<file path="src/rtl/req_rr_arbiter_if.sv">
// Request/response bundle for req_rr_arbiter: NUM_REQ packed upstream channels
// plus one shared downstream channel. The arbiter takes the slave modport.
interface req_rr_arbiter_if #(
  parameter int NUM_REQ    = 2,
  parameter int ADDR_WIDTH = 8,
  parameter int DATA_WIDTH = 32,
  parameter int ID_WIDTH   = (NUM_REQ > 1) ? $clog2(NUM_REQ) : 1
);
  logic [NUM_REQ-1:0]            i_req_valid;
  logic [NUM_REQ-1:0]            o_req_ready;
  logic [NUM_REQ-1:0]            i_req_command;
  logic [NUM_REQ*ADDR_WIDTH-1:0] i_req_address;
  logic [NUM_REQ*DATA_WIDTH-1:0] i_req_data;

  logic                  o_out_valid;
  logic                  i_out_ready;
  logic                  o_out_command;
  logic [ADDR_WIDTH-1:0] o_out_address;
  logic [DATA_WIDTH-1:0] o_out_data;
  logic [ID_WIDTH-1:0]   o_out_id;

  modport slave (
    input  i_req_valid, i_req_command, i_req_address, i_req_data, i_out_ready,
    output o_req_ready, o_out_valid, o_out_command, o_out_address, o_out_data, o_out_id
  );

  modport master (
    output i_req_valid, i_req_command, i_req_address, i_req_data, i_out_ready,
    input  o_req_ready, o_out_valid, o_out_command, o_out_address, o_out_data, o_out_id
  );
endinterface

</file>
<file path="src/rtl/req_rr_arbiter.sv">
// Round-robin arbiter of NUM_REQ requesters into one registered output slot.
// Define REQ_RR_ARBITER_READ_PRIORITY_EN to serve pending READs ahead of WRITEs.
module req_rr_arbiter #(
  parameter int NUM_REQ    = 2,
  parameter int ADDR_WIDTH = 8,
  parameter int DATA_WIDTH = 32,
  parameter int ID_WIDTH   = (NUM_REQ > 1) ? $clog2(NUM_REQ) : 1
) (
  input  logic             i_clk,
  input  logic             i_rst,
  req_rr_arbiter_if.slave  bus
);

  localparam logic [ID_WIDTH-1:0] LAST_IDX = ID_WIDTH'(NUM_REQ - 1);

  logic [ADDR_WIDTH-1:0] req_addr [NUM_REQ];
  logic [DATA_WIDTH-1:0] req_data [NUM_REQ];

  logic                  out_valid;
  logic                  out_command;
  logic [ADDR_WIDTH-1:0] out_address;
  logic [DATA_WIDTH-1:0] out_data;
  logic [ID_WIDTH-1:0]   out_id;
  logic [ID_WIDTH-1:0]   last_grant;

  logic                  slot_free;
  logic [NUM_REQ-1:0]    eligible;
  logic [ID_WIDTH-1:0]   sel;
  logic [ID_WIDTH-1:0]   cand;
  logic                  found;
  logic                  grant;
  logic [NUM_REQ-1:0]    ready;

  for (genvar g = 0; g < NUM_REQ; g++) begin : g_unpack
    assign req_addr[g] = bus.i_req_address[g*ADDR_WIDTH +: ADDR_WIDTH];
    assign req_data[g] = bus.i_req_data[g*DATA_WIDTH +: DATA_WIDTH];
  end

  assign slot_free = !out_valid || bus.i_out_ready;

`ifdef REQ_RR_ARBITER_READ_PRIORITY_EN
  logic [NUM_REQ-1:0] read_pending;
  assign read_pending = bus.i_req_valid & bus.i_req_command;
  // WRITEs compete only when no READ is waiting.
  assign eligible     = (|read_pending) ? read_pending : bus.i_req_valid;
`else
  assign eligible = bus.i_req_valid;
`endif

  // Scan last_grant+1 .. last_grant+NUM_REQ with an explicit wrap so a
  // non-power-of-two NUM_REQ never produces an out-of-range index.
  always_comb begin
    // NOTE: every always_comb output gets a default first so no path infers a latch.
    found = 1'b0;
    sel   = '0;
    cand  = last_grant;
    for (int k = 0; k < NUM_REQ; k++) begin
      cand = (cand == LAST_IDX) ? '0 : cand + ID_WIDTH'(1);
      if (!found && eligible[cand]) begin
        found = 1'b1;
        sel   = cand;
      end
    end
  end

  assign grant = slot_free && found && !i_rst;

  always_comb begin
    ready = '0;
    if (grant) ready[sel] = 1'b1;
  end

  // NOTE: state registers use non-blocking assignments so every flop samples pre-edge values.
  always_ff @(posedge i_clk) begin
    if (i_rst) begin
      // NOTE: payload registers are reset too, so a discarded entry reads back as zero.
      out_valid   <= 1'b0;
      out_command <= 1'b0;
      out_address <= '0;
      out_data    <= '0;
      out_id      <= '0;
      last_grant  <= LAST_IDX;
    end else if (grant) begin
      out_valid   <= 1'b1;
      out_command <= bus.i_req_command[sel];
      out_address <= req_addr[sel];
      out_data    <= req_data[sel];
      out_id      <= sel;
      last_grant  <= sel;
    end else if (bus.i_out_ready) begin
      out_valid   <= 1'b0;
    end
  end

  assign bus.o_req_ready   = ready;
  assign bus.o_out_valid   = out_valid;
  assign bus.o_out_command = out_command;
  assign bus.o_out_address = out_address;
  assign bus.o_out_data    = out_data;
  assign bus.o_out_id      = out_id;

endmodule

</file>
<file path="src/flat_wrapper.sv">
// flat-port wrapper written by rule: the top's interface ports become plain ports
module req_rr_arbiter_flat 
#(
  parameter int NUM_REQ    = 2,
  parameter int ADDR_WIDTH = 8,
  parameter int DATA_WIDTH = 32,
  parameter int ID_WIDTH   = (NUM_REQ > 1) ? $clog2(NUM_REQ) : 1
)
  (i_clk, i_rst, bus_i_req_valid, bus_i_req_command, bus_i_req_address, bus_i_req_data, bus_i_out_ready, bus_o_req_ready, bus_o_out_valid, bus_o_out_command, bus_o_out_address, bus_o_out_data, bus_o_out_id);
  req_rr_arbiter_if #(.NUM_REQ(NUM_REQ), .ADDR_WIDTH(ADDR_WIDTH), .DATA_WIDTH(DATA_WIDTH), .ID_WIDTH(ID_WIDTH)) bus_i ();
  input  logic i_clk;
  input  logic i_rst;
  input wire logic [$bits(bus_i.i_req_valid)-1:0] bus_i_req_valid;
  input wire logic [$bits(bus_i.i_req_command)-1:0] bus_i_req_command;
  input wire logic [$bits(bus_i.i_req_address)-1:0] bus_i_req_address;
  input wire logic [$bits(bus_i.i_req_data)-1:0] bus_i_req_data;
  input wire logic [$bits(bus_i.i_out_ready)-1:0] bus_i_out_ready;
  output wire logic [$bits(bus_i.o_req_ready)-1:0] bus_o_req_ready;
  output wire logic [$bits(bus_i.o_out_valid)-1:0] bus_o_out_valid;
  output wire logic [$bits(bus_i.o_out_command)-1:0] bus_o_out_command;
  output wire logic [$bits(bus_i.o_out_address)-1:0] bus_o_out_address;
  output wire logic [$bits(bus_i.o_out_data)-1:0] bus_o_out_data;
  output wire logic [$bits(bus_i.o_out_id)-1:0] bus_o_out_id;
  assign bus_i.i_req_valid = bus_i_req_valid;
  assign bus_i.i_req_command = bus_i_req_command;
  assign bus_i.i_req_address = bus_i_req_address;
  assign bus_i.i_req_data = bus_i_req_data;
  assign bus_i.i_out_ready = bus_i_out_ready;
  assign bus_o_req_ready = bus_i.o_req_ready;
  assign bus_o_out_valid = bus_i.o_out_valid;
  assign bus_o_out_command = bus_i.o_out_command;
  assign bus_o_out_address = bus_i.o_out_address;
  assign bus_o_out_data = bus_i.o_out_data;
  assign bus_o_out_id = bus_i.o_out_id;
  req_rr_arbiter #(.NUM_REQ(NUM_REQ), .ADDR_WIDTH(ADDR_WIDTH), .DATA_WIDTH(DATA_WIDTH), .ID_WIDTH(ID_WIDTH)) u_core (.i_clk(i_clk), .i_rst(i_rst), .bus(bus_i));
endmodule
</file>
<file path="config.mk">
export PLATFORM = sky130hd
export DESIGN_NAME = req_rr_arbiter_flat
export DESIGN_NICKNAME = d
export VERILOG_FILES = /design/src/rtl/req_rr_arbiter_if.sv /design/src/rtl/req_rr_arbiter.sv /design/src/flat_wrapper.sv
export SDC_FILE = /design/constraint.sdc
export NUM_CORES = 1
export LEC_CHECK = 0
export CORE_MARGIN = 2
export CORE_UTILIZATION = 33
export CTS_CLUSTER_DIAMETER = 200
export DETAILED_ROUTE_END_ITERATION = 6
export MAX_ROUTING_LAYER = met4
export PLACE_DENSITY = 0.8
export SETUP_SLACK_MARGIN = 0.5
export SLEW_MARGIN = 20
export SYNTH_ARGS = -nofsm -noshare
export SYNTH_HDL_FRONTEND = slang
export SYNTH_SLANG_ARGS = --single-unit
</file>
<file path="constraint.sdc">
create_clock -name i_clk -period 1.9 [get_ports i_clk]
set_input_delay 0.285 -clock i_clk [delete_from_list [all_inputs] [get_ports i_clk]]
set_output_delay 0.285 -clock i_clk [all_outputs]
set_load 0.02 [all_outputs]
</file>
==> run_results.csv <==
group,metric,value,unit
outcome,status,"finished clean",
power,swShare,0.280,
logic_synthesis,ys_ff_latch,44,
sta,report.final.slew_viol_count,0,
sta,rsz0062_at_grt,"yes",
logic_synthesis,synth_nets,279,
floorplan,dieArea,0.00571,mm^2
critical_path,worstPathArrival,1.21,ns
critical_path,crit_chain,"nand2b_4, and4b_4, buf_6",
floorplan,die_y,75.6,um
power,p_switching,658,uW
critical_path,critPathMaxFanout,3,
logic_synthesis,synth_top_family_by_area,"compound AO/OA/AOI/OAI gates",
layout,drive_gt1_frac,0.206,
logic_synthesis,synth_cell_type_count,17,
cts,clk_pin_slew,0.08,ns
power,power_frac_seq,0.448,
layout,utilization,0.715,
sta,fmax,667,MHz
sta,fin_crit,1.50,ns
power,ir_worst_vdd,331,uV
placed_design,place_hpwl,4070,um
cts,cts.sinks,44,
cts,cts_inserted_buffers,5,
power,combPwrFrac,0.295,
detailed_routing,firstDrtPassIters,4,
logic_synthesis,synth_top_cell_by_area,"dfxtp_1",
floorplan,start_util,0.338,
critical_path,setup.worst_path.end_class,"primary output",
cts,clk_latency,0.29,ns
logic_synthesis,synth.area.top_cells,"dfxtp_1 52%, nand2_1 17%, a22oi_1 16%",
sta,slew_headroom,0.801,
global_route,overflow,0,
logic_synthesis,synth_top_area_frac,0.521,
logic_synthesis,avgSynthCellArea,8.81,um^2
floorplan,die_width,75.6,um
power,leakagePower,0.00164,uW
logic_synthesis,synth_mux_area_frac,0,
logic_synthesis,syn-cell-area,0.00169,mm^2
global_route,grt_pass1_vias,1830,
sta,fin_crit_sh,0.789,
layout,final_common_cell,"clkdlybuf4s50_1",
detailed_routing,remaining_drc_errors,0,
layout,layout.cells.non_filler,410,
detailed_routing,totalWireLength,6560,um
hold_path,worstHoldPathType,"flip-flop to flip-flop",
placed_design,portBuffers,131,
cts,htree_num_levels,2,
cts,ctsRootBufferMaster,"clkbuf_8",
critical_path,crit_slowest_cell,"dfxtp_2",
logic_synthesis,synth_compound_area_frac,0.208,
critical_path,worstSetupPathType,"flip-flop to primary output",
sta,timing.hold.ws,0.448,ns
detailed_routing,vias,1955,
layout,area_growth,112,%
cts,cts_tree,"done",
critical_path,required,1.62,ns
logic_synthesis,synth_xor_area_frac,0,
placed_design,dpl-instance-area,0.00311,mm^2
logic_synthesis,yosysSeqAreaShare,0.521,
layout,final_cell_mix,"82 x clkdlybuf4s50_1, 75 x nand2_1, 47 x dlygate4sd2_1, 42 x dfxtp_1, 29 x a22oi_2",
cts,cts_buffer_depth,2,
power,p_per_area,655,mW/mm^2
floorplan,top_level_ports,132,
power,p_int,1690,uW
placed_design,place_congestion,0.774,
layout,fillers,405,
global_route,antenna_found_initial,0,
global_route,grt_pass1_wl,8890,um
critical_path,startpoint_type,"flip-flop",
global_route,grt_max_degree,31,
sta,setup_tns,0,ns
sta,finalSetupViolCount,0,
job,maxCapViolCount,0,
layout,diodes,0,
logic_synthesis,synth_fa_ha_area_frac,0,
floorplan,coreArea,0.00501,mm^2
sta,finalHoldViolations,0,
floorplan,rows,26,
logic_synthesis,ys_warn_count,0,
layout,design_area,0.00358,mm^2
detailed_routing,postRouteAntennaNets,0,
logic_synthesis,synth_cells,192,
logic_synthesis,synthSimpleGateAreaFrac,0.206,
detailed_routing,wl_per_cell,16.0,um
sta,skew,0.00741,ns
critical_path,cp_slowest_stage_delay,0.35,ns
detailed_routing,first_iter_violations,101,
sta,max_slew.worst_pin.slew,0.298,ns
global_route,globalRouteTotalUtil,0.213,
placed_design,dp.cells,389,
detailed_routing,vias_per_cell,4.77,
layout,nNetsFinal,426,
power,power.share.clock,0.258,
==> state kept, by name (all words and copies together) (netlist names) <==
register                  cells
u_core.bus.o_out_address      8
u_core.bus.o_out_command      1
u_core.bus.o_out_data        32
u_core.bus.o_out_id           1
u_core.bus.o_out_valid        1
u_core.last_grant             1
==> final timing paths <==
path,depth (start not counted),slack (ns),endpoint,start
worst min register to register,1,0.45,u_core.bus.o_out_id,u_core.bus.o_out_id
worst max register to register,6,0.46,u_core.bus.o_out_data[20],u_core.last_grant
worst max-delay path,3,0.40,bus_o_req_ready[0],u_core.last_grant
worst min-delay path,1,0.45,u_core.bus.o_out_id,u_core.bus.o_out_id
==> repair_timing <==
item	in CTS	in global routing
buffers inserted	4	2
setup endpoints to repair	87	43
hold buffers	0	0
pin swaps	18	9
cloned	3	4
resized for setup	92	13
==> per-stage QoR <==
| stage | total power, uW | worst slack [ns] |
|---|---|---|
| 5_1_grt | 2460 | 0.351 |
| 3_3_place_gp | 1680 | -0.153 |
| 6_report | 2350 | 0.401 |
| 4_1_cts | 2300 | 0.372 |
| 2_1_floorplan | 1300 | 0.524 |
| 3_5_place_dp | 1690 | -0.181 |
==> worst max-delay path, delay by kind of cell, from the launching register on <==
kind                   cells  cell delay [ns]
and+or+nand+nor            2             0.44
DFF                        1             0.35
buffers and inverters      1             0.14
==> metal layers <==
metal	part of all wire	global-route usage	wire, um
met5	0	-	0
met2	0.53	0.379	3490
met3	0.060	0.0569	391
met1	0.39	0.231	2580
met4	0.014	0.0682	91
==> synthesized netlist by cell type <==
master / n
and4b_1: 1
and3_1: 1
a222oi_1: 4
or2_2: 2
buf_2: 7
a21oi_1: 4
a21o_1: 1
clkbuf_1: 1
dfxtp_1: 44
nand2b_4: 1
nand2_1: 75
buf_6: 5
nor2_1: 5
nand2b_1: 1
buf_4: 2
a31oi_1: 1
a22oi_1: 37
==> layout make-up <==
cell class,instances,area [um^2],share of cell area
clock buffer,8,90.1,0.0251
multi-input combinational,133,873,0.244
sequential,44,883,0.247
tap,70,87.6,0.0244
timing repair buffer,155,1650,0.460
==> kinds of logic after synthesis <==
family          Yosys count
flops                    44
simple gates             86
compound gates           47
buf+inv                  15
==> power by group through the flow <==
stage | Clock, uW | Sequential, uW | Combinational, uW
3_5_place_dp | 0 | 1060 | 623
3_3_place_gp | 0 | 1060 | 616
5_1_grt | 665 | 1060 | 738
4_1_cts | 613 | 1050 | 642
6_report | 605 | 1050 | 692
2_1_floorplan | 0 | 1160 | 145
No activity file was read; power rests on OpenSTA's default activity.
